**config.mk**
```make
export PLATFORM = sky130hd
export DESIGN_NAME = baud_frac_gen
export DESIGN_NICKNAME = d
export VERILOG_FILES = /design/src/rtl/uart_pkg.sv /design/src/rtl/baud_phase_acc.sv /design/src/rtl/baud_frac_gen.sv
export SDC_FILE = /design/constraint.sdc
export NUM_CORES = 1
export LEC_CHECK = 0
export CAP_MARGIN = 20
export CORE_MARGIN = 2
export CORE_UTILIZATION = 35
export DETAILED_ROUTE_END_ITERATION = 8
export PLACE_DENSITY_LB_ADDON = 0.12
export SKIP_LAST_GASP = 1
export SLEW_MARGIN = 20
export SYNTH_ARGS = -nofsm -noshare
export SYNTH_HDL_FRONTEND = slang
export SYNTH_HIERARCHICAL = 1
export SYNTH_SLANG_ARGS = --single-unit
```
**constraint.sdc**
```tcl
create_clock -name clk_50m -period 2.3 [get_ports clk_50m]
set_clock_uncertainty 0.05 [all_clocks]
set_input_delay 0.46 -clock clk_50m [delete_from_list [all_inputs] [get_ports clk_50m]]
set_output_delay 0.46 -clock clk_50m [all_outputs]
set_load 0.005 [all_outputs]
```
**src/rtl/uart_pkg.sv**
```systemverilog
// uart_pkg
//   Shared UART definitions: default clock/baud figures and the phase-step
//   calculation used by the baud generator and the UART host-register block.
//   No ports.
package uart_pkg;

  localparam int unsigned CLK_HZ_DEFAULT = 50_000_000;
  localparam int unsigned BAUD_DEFAULT   = 115_200;

  // Rounded phase increment: round(2^acc_w * baud * os / clk_hz).
  // 64-bit intermediate keeps 2^32 * baud * os in range for realistic rates.
  function automatic longint unsigned calc_step(input longint unsigned clk_hz,
                                                input longint unsigned baud,
                                                input longint unsigned os,
                                                input int unsigned     acc_w);
    longint unsigned num;
    num = (64'd1 << acc_w) * baud * os;
    return (num + clk_hz / 2) / clk_hz;
  endfunction

endpackage

```
**src/rtl/baud_phase_acc.sv**
```systemverilog
// baud_phase_acc
//   Phase accumulator for the fractional baud generator. Holds the phase and
//   the programmable step, applies rx resync, and reports the add carry.
// Ports:
//   clk_50m    in   system clock
//   rst_n      in   synchronous active-low reset
//   en         in   run enable; accumulator holds while low
//   step_i     in   new phase increment
//   step_wr    in   strobe loading step_i (used by the add on the next cycle)
//   rx_resync  in   strobe clearing the phase
//   carry      out  combinational carry of this cycle's add (0 on resync/idle)
module baud_phase_acc
  import uart_pkg::*;
#(
  parameter int unsigned      ACC_W      = 24,
  parameter logic [ACC_W-1:0] RESET_STEP = '0
) (
  input  logic             clk_50m,
  input  logic             rst_n,
  input  logic             en,
  input  logic [ACC_W-1:0] step_i,
  input  logic             step_wr,
  input  logic             rx_resync,
  output logic             carry
);

  logic [ACC_W-1:0] acc;
  logic [ACC_W-1:0] step;
  logic [ACC_W:0]   sum;

  assign sum = {1'b0, acc} + {1'b0, step};

  // A resync on a carry cycle suppresses the pulse.
  assign carry = en & ~rx_resync & sum[ACC_W];

  always_ff @(posedge clk_50m) begin
    if (!rst_n) begin
      acc  <= '0;
      step <= RESET_STEP;
    end else begin
      if (rx_resync)
        acc <= '0;
      else if (en)
        acc <= sum[ACC_W-1:0];
      // acc is not cleared on a step change so the rate switch is glitch-free.
      if (step_wr)
        step <= step_i;
    end
  end

endmodule

```
**src/rtl/baud_frac_gen.sv**
```systemverilog
// baud_frac_gen
//   Fractional baud-rate generator. Emits a one-cycle rx oversample enable on
//   every accumulator carry and a one-cycle tx bit enable on every
//   OVERSAMPLE-th rx enable.
// Ports:
//   clk_50m    in   system clock
//   rst_n      in   synchronous active-low reset
//   en         in   run enable; outputs 0 and state held while low
//   step_i     in   new phase increment
//   step_wr    in   strobe loading step_i
//   rx_resync  in   strobe restarting the rx phase (start-bit detect)
//   rxclk_en   out  registered rx oversample pulse
//   txclk_en   out  registered tx bit pulse, coincident with an rxclk_en pulse
module baud_frac_gen
  import uart_pkg::*;
#(
  parameter int unsigned CLK_HZ     = CLK_HZ_DEFAULT,
  parameter int unsigned BAUD       = BAUD_DEFAULT,
  parameter int unsigned OVERSAMPLE = 16,
  parameter int unsigned ACC_W      = 24
) (
  input  logic             clk_50m,
  input  logic             rst_n,
  input  logic             en,
  input  logic [ACC_W-1:0] step_i,
  input  logic             step_wr,
  input  logic             rx_resync,
  output logic             rxclk_en,
  output logic             txclk_en
);

  localparam logic [ACC_W-1:0] DEFAULT_STEP =
    ACC_W'(calc_step(64'(CLK_HZ), 64'(BAUD), 64'(OVERSAMPLE), ACC_W));
  localparam int unsigned      OS_W    = $clog2(OVERSAMPLE);
  localparam logic [OS_W-1:0]  OS_LAST = OS_W'(OVERSAMPLE - 1);

  if (OVERSAMPLE < 2 || OVERSAMPLE > 64) begin : g_bad_os
    $error("baud_frac_gen: OVERSAMPLE must be 2..64");
  end
  if (ACC_W < 16 || ACC_W > 32) begin : g_bad_accw
    $error("baud_frac_gen: ACC_W must be 16..32");
  end

  logic            carry;
  logic [OS_W-1:0] os_cnt;
  logic            os_wrap;

  baud_phase_acc #(
    .ACC_W      (ACC_W),
    .RESET_STEP (DEFAULT_STEP)
  ) u_phase_acc (
    .clk_50m   (clk_50m),
    .rst_n     (rst_n),
    .en        (en),
    .step_i    (step_i),
    .step_wr   (step_wr),
    .rx_resync (rx_resync),
    .carry     (carry)
  );

  assign os_wrap = (os_cnt == OS_LAST);

  // os_cnt only advances on carries, so resync and en=0 leave the tx cadence
  // where it was.
  always_ff @(posedge clk_50m) begin
    if (!rst_n) begin
      os_cnt   <= '0;
      rxclk_en <= 1'b0;
      txclk_en <= 1'b0;
    end else begin
      rxclk_en <= carry;
      txclk_en <= carry & os_wrap;
      if (carry)
        os_cnt <= os_wrap ? '0 : os_cnt + OS_W'(1);
    end
  end

endmodule

```
### Word-level counts from Yosys, hierarchy flattened

Index checks and enable logic that the tools add are counted.
Widths: inputs -> output; s select.

* register bits after elaboration: 54
* input bits: 29
* output and inout port bits: 2
* logic and storage cells: 15

* $add $sub $neg: 2
* equal/unequal tests: 1
* multiplexer cells: 1
* bitwise operators: 5
* reduce and logical (&&, ||, !) cells: 1

Operators by type and width (count)
* $add 24x24->25: 1
* $add 4x1->4 const B: 1
* $eq 4x4->1 const B: 1
* $mux 4: 1
* $and 1x1->1: 3
* $not 1->1: 2
* $reduce_or 2->1: 1

### Depth between registers and ports, before layout

Gate-level depths: netlist (run 1).

* depth in word-level cells: 4
* depth in mapped cells: 12
* mapped depth without buffers: 12

### Hierarchy

The synthesis (run 1) kept the hierarchy.

By module, submodules not included
* baud_phase_acc: instances 1, cells each 345, area each 2960.3 µm², sequential area each 960.9 µm²
* baud_frac_gen: instances 1, cells each 25, area each 244.0 µm², sequential area each 120.1 µm²

### Worst setup path after synthesis (run 1)

OpenSTA, ideal clock, no wires.

* path type: register -> register
* start point: reg u_phase_acc.acc[0]
* end point: reg os_cnt[2]
* library setup time: 0.115 ns
* data arrival time: 2.402 ns
* data required time: 2.135 ns
* slack: -0.267 ns
* stages on the path, launching flop included: 13
* path buffers: 0
* period minus slack after synthesis: 2.567 ns
* path through: dfxtp_1 > ha_1 > fa_1 > a21o_1 > a221o_2 > a31oi_1 > nand2_1 > a41oi_1 > o21a_1 > nor3_1 > nand2_1 > xnor2_1 > and2_1

* longest elaborated chain between the ends: 2

RTL lines
* start: declaration: line baud_phase_acc.sv:27 `logic [ACC_W-1:0] acc;`
* start signal: assignment: line baud_phase_acc.sv:44 `acc <= sum[ACC_W-1:0];`
* $add 24x24->25: line baud_phase_acc.sv:31 `assign sum = {1'b0, acc} + {1'b0, step};`
* $and 1x1->1: line baud_phase_acc.sv:34 `assign carry = en & ~rx_resync & sum[ACC_W];`
* via carry: line baud_frac_gen.sv:44 `logic carry;`
* end signal: assignment: line baud_frac_gen.sv:74 `os_cnt <= os_wrap ? '0 : os_cnt + OS_W'(1);`
* end: declaration: line baud_frac_gen.sv:45 `logic [OS_W-1:0] os_cnt;`

The timed path passes the listed nets, and every way through them passes these cells.
A chain may end at the register's enable or synchronous reset.

### Worst setup path after layout (run 1)

* start point: reg u_phase_acc.acc[0]
* end point: reg os_cnt[0]

The elaborated chain is that of the path after synthesis.

==> results.yml, run 1 <==
drt:
  num_vias: 2946
  drt.antenna.violating_nets: 0
  initialDrtViolationCount: 117
  drt-wirelength-per-cell_um: 15.5
  remaining_drc_errors: 0
  dr.pass1.iters: 4
  viasPerCell: 5.32
  wirelength_mm: 8.58
clock_tree:
  cts_tree: "yes"
  cts-root-to-sink-buffers: 2
  cts-buffers-inserted: 5
  cts-htree-levels: 2
  clock_latency_ns: 0.31
  postCtsHoldBufs: 0
  clk_pin_slew_ns: 0.10
  cts-root-buf: "sky130_fd_sc_hd__clkbuf_8"
  cts.sink_count: 54
worst_hold_path:
  timing.hold.worst.class: "reg2reg"
grt:
  global_route.usage.total_pct: 18.1
  grt_max_degree: 31
  first_pass_grt_wire_length_mm: 14.5
  antenna_found_initial: 0
  grt_pass1_vias: 2915
  grt_remaining_overflow: 0
timing:
  final.hold.worst_slack_ns: 0.421
  setup_viol: 14
  layout_min_cycle_time_ns: 2.51
  maxSlewViolCount: 0
  worst_slew_margin_rel_pct: 69.9
  unrepaired_setup_endpoints_after_global_routing: "true"
  worst_pin_slew_ns: 0.450
  fin_ws_ns: -0.206
  post-route-period-util_pct: 109
  summed_negative_setup_slack_over_all_endpoints_ns: -1.86
  final_hold_viol_count: 0
  max_freq_mhz: 399
setup_path:
  worstSetupStartpoint: "u_phase_acc/acc[0]"
  worstSetupStartpointType: "flip-flop"
  critical_r2r_capture: "os_cnt[0]"
  minimum_setup_slack_among_reg_to_reg_paths_ns: -0.21
  critPathRequiredTime_ns: 2.50
  timing.reg2reg.worst_path_depth: 12
  timing.critical_path.to_type: "flip-flop"
  timing.critical_path.arrival_ns: 2.70
  worstPathMaxFanout: 4
  timing_worst_setup_path_type: "reg2reg"
  endpoint: "os_cnt[0]"
  launch_instance_of_the_worst_register_to_register_path: "u_phase_acc/acc[0]"
logic_synthesis:
  synthArstFlopShare_pct: 0
  synth_cells: 370
  synthesis.area_per_instance_sq_um: 8.66
  synth_nets: 425
  synth_top_cells_by_area: "sky130_fd_sc_hd__dfxtp_1 34%, sky130_fd_sc_hd__mux2i_1 10%, sky130_fd_sc_hd__ha_1 9.8%"
  netlist.area_leader.share_pct: 33.7
  synth_area_sq_um: 3200
  synth_area_leader_cell: "sky130_fd_sc_hd__dfxtp_1"
  synth-seq-area-share_pct: 33.7
  synthTopCellsByCount: "54 x sky130_fd_sc_hd__dfxtp_1, 37 x sky130_fd_sc_hd__nand2_1, 32 x sky130_fd_sc_hd__mux2i_1"
  synth.most_common_cell: "sky130_fd_sc_hd__dfxtp_1"
  yosysWarnings: 6
  ys_seq_elements: 54
  dominantRegCellSynth: "sky130_fd_sc_hd__dfxtp_1"
  synth.distinct_cells: 53
  post_synth_edffs: 0
pwr:
  irDropWorstVdd_mv: 0.298
  power-per-cell-area_nw_per_um2: 518
  cellLeakagePower_uw: 0.00182
cells_and_area:
  stdcell_area_sq_um: 4350
  layout-drive-gt1-share_pct: 24.7
  area_delta_synth_final_pct: 35.8
  finalNetCount: 501
  layout.core_utilization_pct: 49.4
  n_antenna_cell: 0
place:
  post-dp-hpwl_mm: 6.36
  dpl_cell_area_sq_um: 4020
  routabilityCongestion: 0.888
  port_buffers: 30
  pre_cts_ws_ns: -0.223
die:
  rows: 34
  core_area_sq_um: 8810
  floorplan.initialDensity_pct: 36.4
  die-height_um: 99.7
  fp.dieArea_sq_um: 9940
  die_w_um: 99.7
  top_level_ports: 31
run_status:
  status: "complete, but fails checks"
  violations: "negative setup slack"
flow_run:
  max_cap_violations: 0
[flip-flops by register name, indices dropped and copies added, names as in the netlist]
name	count
os_cnt	4
rxclk_en	1
txclk_en	1
u_phase_acc/acc	24
u_phase_acc/step	24
[layer usage]
metal | global-route usage [%] | share of wire, % | wire length [um] | vias up
met5 | 0 | 0 | 0 | -
met3 | 3.02 | 3.5 | 304 | 8
met1 | 24.5 | 48 | 4090 | 1402
met4 | 4.32 | 1.2 | 101 | 0
li1 | - | - | - | 1489
met2 | 30.2 | 48 | 4090 | 47
[worst max-delay path, stage by stage, from the launching register on]
cell	delay (ns)
sky130_fd_sc_hd__dfxtp_2	0.35
sky130_fd_sc_hd__ha_4	0.16
sky130_fd_sc_hd__fa_2	0.36
sky130_fd_sc_hd__a21o_1	0.18
sky130_fd_sc_hd__a221o_2	0.38
sky130_fd_sc_hd__a31oi_4	0.15
sky130_fd_sc_hd__nand2_2	0.09
sky130_fd_sc_hd__a41oi_2	0.14
sky130_fd_sc_hd__o21a_1	0.17
sky130_fd_sc_hd__nor3_4	0.06
sky130_fd_sc_hd__buf_6	0.12
sky130_fd_sc_hd__nand2b_4	0.12
sky130_fd_sc_hd__a21boi_1	0.12
[repair_timing]
item,4_1_cts,5_1_grt
pin swaps,6,9
setup endpoints to repair,17,19
resized for setup,16,27
setup buffers,3,0
[cell usage in the layout, fill, tap and decap left out, types with 14 or more instances in the layout]
| cell | netlist | routed |
|---|---|---|
| sky130_fd_sc_hd__nor2_1 | 25 | 24 |
| sky130_fd_sc_hd__mux2i_1 | 32 | 32 |
| sky130_fd_sc_hd__dfxtp_1 | 54 | 52 |
| sky130_fd_sc_hd__buf_4 | 1 | 56 |
| sky130_fd_sc_hd__nand3_1 | 16 | 15 |
| sky130_fd_sc_hd__a21oi_1 | 23 | 19 |
| sky130_fd_sc_hd__o21ai_0 | 17 | 14 |
| sky130_fd_sc_hd__ha_1 | 25 | 20 |
| sky130_fd_sc_hd__clkdlybuf4s50_1 | 0 | 30 |
| sky130_fd_sc_hd__nand2_1 | 37 | 36 |
[through the flow]
stage / cells / power [uW]
6_report: 554 / 2250
5_1_grt: 554 / 2400
4_1_cts: 554 / 2230
3_5_place_dp: 544 / 1670
3_3_place_gp: 544 / 1670
2_1_floorplan: 370 / 1410
[kinds of logic (layout without fill, tap and decap cells)]
family	Yosys count	after routing	share of synthesized area (%)
flip-flops	54	54	33.7
multiplexers	32	32	10.0
adder cells (fa/ha/maj)	26	26	10.4
XOR/XNOR	19	19	5.19
AND/OR/NAND/NOR	121	121	18.6
buffers and inverters	27	103	3.48
AO/OA/AOI/OAI	91	91	18.6
[layout make-up]
| class | instances | area (sq um) |
|---|---|---|
| flip-flops and latches | 54 | 1080 |
| fillers | 846 | 4450 |
| inverters | 5 | 18.8 |
| multi-input cells | 289 | 2250 |
| well taps | 108 | 135 |
| clock inverters | 2 | 10.0 |
| repair buffers | 91 | 786 |
| clock buffers | 5 | 68.8 |
[power by group]
group	switching (uW)	internal, uW
clock network	310	206
logic	355	366
registers	32.7	984
[worst min path at each step]
stage	start	end	depth (start not counted)
global route	u_phase_acc/acc[19]	u_phase_acc/acc[19]	2
CTS	u_phase_acc/acc[17]	u_phase_acc/acc[17]	2
detailed placement	u_phase_acc/acc[22]	u_phase_acc/acc[22]	2
floorplan	u_phase_acc/acc[17]	u_phase_acc/acc[17]	2
finish	u_phase_acc/acc[19]	u_phase_acc/acc[19]	2
global placement	u_phase_acc/acc[17]	u_phase_acc/acc[17]	2
Note: power is estimated with default switching activity, not from simulation.
==> run 2: changes to the inputs <==
PLACE_DENSITY_LB_ADDON = unset   (was 0.12)
==> run 2 against run 1 <==
Against the previous run: the run still ends with negative setup slack left; largest cell class unchanged; setup slack got worse by 0.0072 ns; via count increased by 1.2%; cell count increased by 1.8%; die area unchanged; sequential power about the same; sequential cell count unchanged; wire length increased by 0.20%; design area increased by 2.2%.
==> results.yml, run 2 (synthesized netlist as in run 1, its figures left out) <==
pwr:
  irDropWorstVdd_mv: 0.370
  power-per-cell-area_nw_per_um2: 570
  final_total_pwr_uw: 2530
  cellLeakagePower_uw: 0.00193
clock_tree:
  cts-htree-levels: 2
  cts-buffers-inserted: 5
  clock_latency_ns: 0.31
  clk_pin_slew_ns: 0.10
  cts-root-to-sink-buffers: 2
  cts_tree: "yes"
  cts.sink_count: 54
  postCtsHoldBufs: 0
  cts-root-buf: "sky130_fd_sc_hd__clkbuf_8"
cells_and_area:
  stdcell_area_sq_um: 4450
  layout-drive-gt1-share_pct: 25.0
  nFillCells: 816
  finalNetCount: 510
  layout.cells.most_common_list: "66 x sky130_fd_sc_hd__buf_4, 52 x sky130_fd_sc_hd__dfxtp_1, 37 x sky130_fd_sc_hd__nand2_1"
  layout_commonest_cell: "sky130_fd_sc_hd__buf_4"
  n_antenna_cell: 0
  largest_registers: "u_phase_acc/acc x24, u_phase_acc/step x24, os_cnt x4"
  area_delta_synth_final_pct: 38.9
grt:
  grt_pass1_vias: 3002
  grt_remaining_overflow: 0
  grt_max_degree: 31
  antenna_found_initial: 0
  global_route.usage.total_pct: 17.8
  first_pass_grt_wire_length_mm: 14.4
setup_path:
  launch_instance_of_the_worst_register_to_register_path: "u_phase_acc/acc[0]"
  minimum_setup_slack_among_reg_to_reg_paths_ns: -0.21
  timing_worst_setup_path_type: "reg2reg"
  worstPathMaxFanout: 5
  critPathRequiredTime_ns: 2.46
  timing.critical_path.arrival_ns: 2.67
  worstSetupStartpointType: "flip-flop"
  timing.critical_path.to_type: "flip-flop"
  critical_r2r_capture: "os_cnt[1]"
  timing.reg2reg.worst_path_depth: 12
worst_hold_path:
  whs_path_depth: 2
  hold_start: "u_phase_acc/acc[19]"
  holdPathEnd: "u_phase_acc/acc[19]"
  timing.hold.worst.class: "reg2reg"
timing:
  unrepaired_setup_endpoints_after_global_routing: "true"
  fin_ws_ns: -0.213
  final_hold_viol_count: 0
  worst_slew_margin_rel_pct: 69.5
  maxSlewViolCount: 0
  worst_pin_slew_ns: 0.455
  layout_min_cycle_time_ns: 2.51
  max_freq_mhz: 398
  post-route-period-util_pct: 109
  setup_viol: 13
place:
  routabilityCongestion: 0.915
  post-dp-hpwl_mm: 6.37
  port_buffers: 30
  dpl_cell_area_sq_um: 4070
die:
  die-height_um: 99.7
  top_level_ports: 31
  fp.dieArea_sq_um: 9940
  rows: 34
  die_w_um: 99.7
  core_area_sq_um: 8810
  floorplan.initialDensity_pct: 36.4
drt:
  num_vias: 2982
  dr.pass1.iters: 4
  drt-wirelength-per-cell_um: 15.2
  initialDrtViolationCount: 123
  wirelength_mm: 8.60
  remaining_drc_errors: 0
  drt.antenna.violating_nets: 0
  viasPerCell: 5.29
run_status:
  status: "complete, but fails checks"
  violations: "negative setup slack"
flow_run:
  max_cap_violations: 0
[run 2: cell types whose count changed in the layout (fill, tap and decap cells not counted), moves of 2 or more]
cell,delta
sky130_fd_sc_hd__buf_4,+10
sky130_fd_sc_hd__a31oi_1,+2
sky130_fd_sc_hd__a31oi_4,-2
sky130_fd_sc_hd__bufinv_16,+2
sky130_fd_sc_hd__clkinv_2,-2
[run 2: layout make-up]
cell class	instances	area, sq um	area share, %
Tap cell	108	135	3.04
Clock inverter	2	60.1	1.35
Clock buffer	6	82.6	1.86
Inverter	5	18.8	0.422
Sequential cell	54	1080	24.4
Timing Repair Buffer	100	850	19.1
Multi-Input combinational cell	289	2220	49.9
[run 2: layer usage]
| metal | GRT usage (%) | wire (um) | up-vias | part of all wire [%] |
|---|---|---|---|---|
| li1 | - | - | 1508 | - |
| met1 | 24.0 | 4060 | 1401 | 47 |
| met2 | 29.8 | 4140 | 67 | 48 |
| met3 | 2.81 | 321 | 6 | 3.7 |
| met4 | 4.32 | 80 | 0 | 0.93 |
| met5 | 0 | 0 | - | 0 |
[run 2: worst max-delay path by stage]
stage                      to  cells after the start           startpoint  slack, ns
floorplan           os_cnt[2]                     12  u_phase_acc/step[0]      -0.13
global placement    os_cnt[1]                     12  u_phase_acc/step[0]      -0.19
detailed placement  os_cnt[1]                     12  u_phase_acc/step[0]      -0.20
CTS                 os_cnt[1]                     12   u_phase_acc/acc[0]      -0.19
global route        os_cnt[1]                     12   u_phase_acc/acc[0]      -0.32
finish              os_cnt[1]                     12   u_phase_acc/acc[0]      -0.21
[run 2: stage by stage]
step                      hold slack, ns  instances  setup TNS, ns  setup WS [ns]  util, %
after floorplan                    0.382        370         -0.444         -0.134        -
after global placement             0.391        550          -1.63         -0.191     46.2
after detailed placement           0.405        550          -1.99         -0.199     46.2
after CTS                          0.427        561          -1.55         -0.191     48.9
after global routing               0.464        564          -3.21         -0.317     50.5
final                              0.425        564          -1.70         -0.213     50.5
[run 2: timing repair]
action | CTS | global route
endpoints found under the setup margin | 16 | 19
gates resized for setup | 17 | 20
setup buffers | 3 | 3
pin swaps | 17 | 15
[run 2: where the power goes]
group / internal, uW / switching (uW) / total [uW]
logic: 377 / 350 / 728
registers: 984 / 31.7 / 1020
clock network: 464 / 326 / 791
[run 2: critical path, stage by stage, from the launching register on]
cell and delay [ns]:
sky130_fd_sc_hd__dfxtp_2 0.35, sky130_fd_sc_hd__ha_4 0.16, sky130_fd_sc_hd__fa_2 0.35, sky130_fd_sc_hd__a21o_1 0.19
sky130_fd_sc_hd__a221o_2 0.36, sky130_fd_sc_hd__a31oi_1 0.13, sky130_fd_sc_hd__nand2_1 0.11, sky130_fd_sc_hd__a41oi_2 0.14
sky130_fd_sc_hd__o21a_1 0.20, sky130_fd_sc_hd__nor3_4 0.07, sky130_fd_sc_hd__buf_6 0.12, sky130_fd_sc_hd__mux2i_1 0.13
sky130_fd_sc_hd__nor2b_1 0.05
==> run 3: changes to the inputs <==
CTS_BUF_LIST = sky130_fd_sc_hd__clkbuf_4 sky130_fd_sc_hd__clkbuf_8   (was unset)
GPL_ROUTABILITY_DRIVEN = 0   (was unset)
==> run 3 against run 2 <==
Against the previous run: the run still ends with negative setup slack left; clock power shrank 19%; sequential cell count did not move; setup slack got worse by 0.041 ns.
==> results.yml, run 3 (synthesized netlist as in run 1, its figures left out) <==
timing:
  final_hold_viol_count: 0
  setup_viol: 13
  worst_pin_slew_ns: 0.537
  layout_min_cycle_time_ns: 2.55
  max_freq_mhz: 392
  post-route-period-util_pct: 111
  fin_ws_ns: -0.254
  worst_slew_margin_rel_pct: 64.2
  maxSlewViolCount: 0
  final.hold.worst_slack_ns: 0.425
  unrepaired_setup_endpoints_after_global_routing: "true"
clock_tree:
  postCtsHoldBufs: 0
  clk_pin_slew_ns: 0.10
  cts-root-to-sink-buffers: 2
  cts-htree-levels: 2
  cts-buffers-inserted: 5
  clock_latency_ns: 0.31
  cts.sink_count: 54
  cts-root-buf: "sky130_fd_sc_hd__clkbuf_8"
  cts_tree: "yes"
cells_and_area:
  stdcell_area_sq_um: 4420
  layout-drive-gt1-share_pct: 26.9
  layout.core_utilization_pct: 50.2
  largest_registers: "u_phase_acc/acc x24, u_phase_acc/step x24, os_cnt x4"
  area_delta_synth_final_pct: 37.9
  layout_commonest_cell: "sky130_fd_sc_hd__buf_4"
  finalNetCount: 500
  n_antenna_cell: 0
  layout.cells.most_common_list: "57 x sky130_fd_sc_hd__buf_4, 48 x sky130_fd_sc_hd__dfxtp_1, 36 x sky130_fd_sc_hd__nand2_1"
grt:
  global_route.usage.total_pct: 17.4
  grt_pass1_vias: 3024
  grt_max_degree: 30
  antenna_found_initial: 0
  first_pass_grt_wire_length_mm: 14.1
  grt_remaining_overflow: 0
die:
  die_w_um: 99.7
  rows: 34
  top_level_ports: 31
  core_area_sq_um: 8810
  floorplan.initialDensity_pct: 36.4
  fp.dieArea_sq_um: 9940
  die-height_um: 99.7
worst_hold_path:
  holdPathEnd: "u_phase_acc/acc[17]"
  hold_start: "u_phase_acc/acc[17]"
  timing.hold.worst.class: "reg2reg"
  whs_path_depth: 2
setup_path:
  timing_worst_setup_path_type: "reg2reg"
  timing.critical_path.arrival_ns: 2.75
  critical_r2r_capture: "u_phase_acc/acc[16]"
  minimum_setup_slack_among_reg_to_reg_paths_ns: -0.25
  max_stage_delay_ns: 0.37
  worstSetupStartpointType: "flip-flop"
  critPathSlowestCell: "sky130_fd_sc_hd__a221o_2"
  critPathRequiredTime_ns: 2.49
  timing.reg2reg.worst_path_depth: 10
  worstPathMaxFanout: 4
  timing.critical_path.to_type: "flip-flop"
  cell_by_cell_trace_of_the_critical_path: "ha_4, fa_2, a21o_1, a221o_2, a31oi_1, nand2_1, buf_4, and3_4, a311o_1, nand3_1"
  launch_instance_of_the_worst_register_to_register_path: "u_phase_acc/acc[0]"
run_status:
  violations: "negative setup slack"
  status: "complete, but fails checks"
flow_run:
  max_cap_violations: 0
drt:
  wirelength_mm: 8.64
  dr.pass1.iters: 4
  drt-wirelength-per-cell_um: 15.6
  met3WireLength_um: 408
  wl_met2_mm: 4.22
  topRoutingLayerUsed: "met4"
  initialDrtViolationCount: 100
  wl_met1_mm: 3.91
  num_vias: 2994
  drt.antenna.violating_nets: 0
  remaining_drc_errors: 0
  viasPerCell: 5.40
place:
  port_buffers: 30
  post-dp-hpwl_mm: 6.22
  dpl_cell_area_sq_um: 4020
pwr:
  power-per-cell-area_nw_per_um2: 540
  irDropWorstVdd_mv: 0.275
  cellLeakagePower_uw: 0.00185
run 3: what timing repair did:
item,4_1_cts,5_1_grt
endpoints found under the setup margin,16,20
setup buffers,1,2
pin swaps,7,16
gates resized for setup,15,40
run 3: power by group:
part           switching [uW]  internal, uW  total [uW]
logic                     359           367         726
clock network             320           321         642
registers                34.1           985        1020
run 3: through the flow:
step | instances | setup TNS, ns | setup WS [ns] | power (uW)
finish | 554 | -1.97 | -0.254 | 2390
global route | 554 | -3.93 | -0.387 | 2530
CTS | 552 | -1.63 | -0.204 | 2340
detailed placement | 543 | -2.05 | -0.196 | 1680
global placement | 543 | -1.52 | -0.179 | 1670
floorplan | 370 | -0.444 | -0.134 | 1410
run 3: final cells by class:
| class | instances | area [sq um] |
|---|---|---|
| inverter | 5 | 18.8 |
| clock buffer | 5 | 68.8 |
| timing repair buffer | 90 | 771 |
| multi-input combinational | 289 | 2300 |
| clock inverter | 3 | 40.0 |
| tap | 108 | 135 |
| fill | 824 | 4390 |
| sequential | 54 | 1090 |
run 3: worst max-delay path, delay by kind of cell, from the launching register on:
| family | cells | cell delay (ns) |
|---|---|---|
| AO/OA/AOI/OAI | 4 | 1.03 |
| adder cells (fa/ha/maj) | 2 | 0.51 |
| buffers and inverters | 1 | 0.18 |
| flip-flops | 1 | 0.35 |
| AND/OR/NAND/NOR | 3 | 0.36 |
run 3: worst max-delay path by stage:
| stage | slack, ns | start | cells after the start | to |
|---|---|---|---|---|
| 3_5_place_dp | -0.20 | u_phase_acc/acc[0] | 12 | os_cnt[1] |
| 4_1_cts | -0.20 | u_phase_acc/acc[0] | 10 | u_phase_acc/acc[16] |
| 2_1_floorplan | -0.13 | u_phase_acc/step[0] | 12 | os_cnt[2] |
| 6_report | -0.25 | u_phase_acc/acc[0] | 10 | u_phase_acc/acc[16] |
| 3_3_place_gp | -0.18 | u_phase_acc/step[0] | 10 | u_phase_acc/acc[18] |
| 5_1_grt | -0.39 | u_phase_acc/acc[0] | 12 | os_cnt[1] |
run 3: layer usage:
metal	up-vias	global-route usage, %
met1	1413	22.9
met5	-	0
li1	1492	-
met4	0	3.16
met2	75	30.6
met3	14	2.53
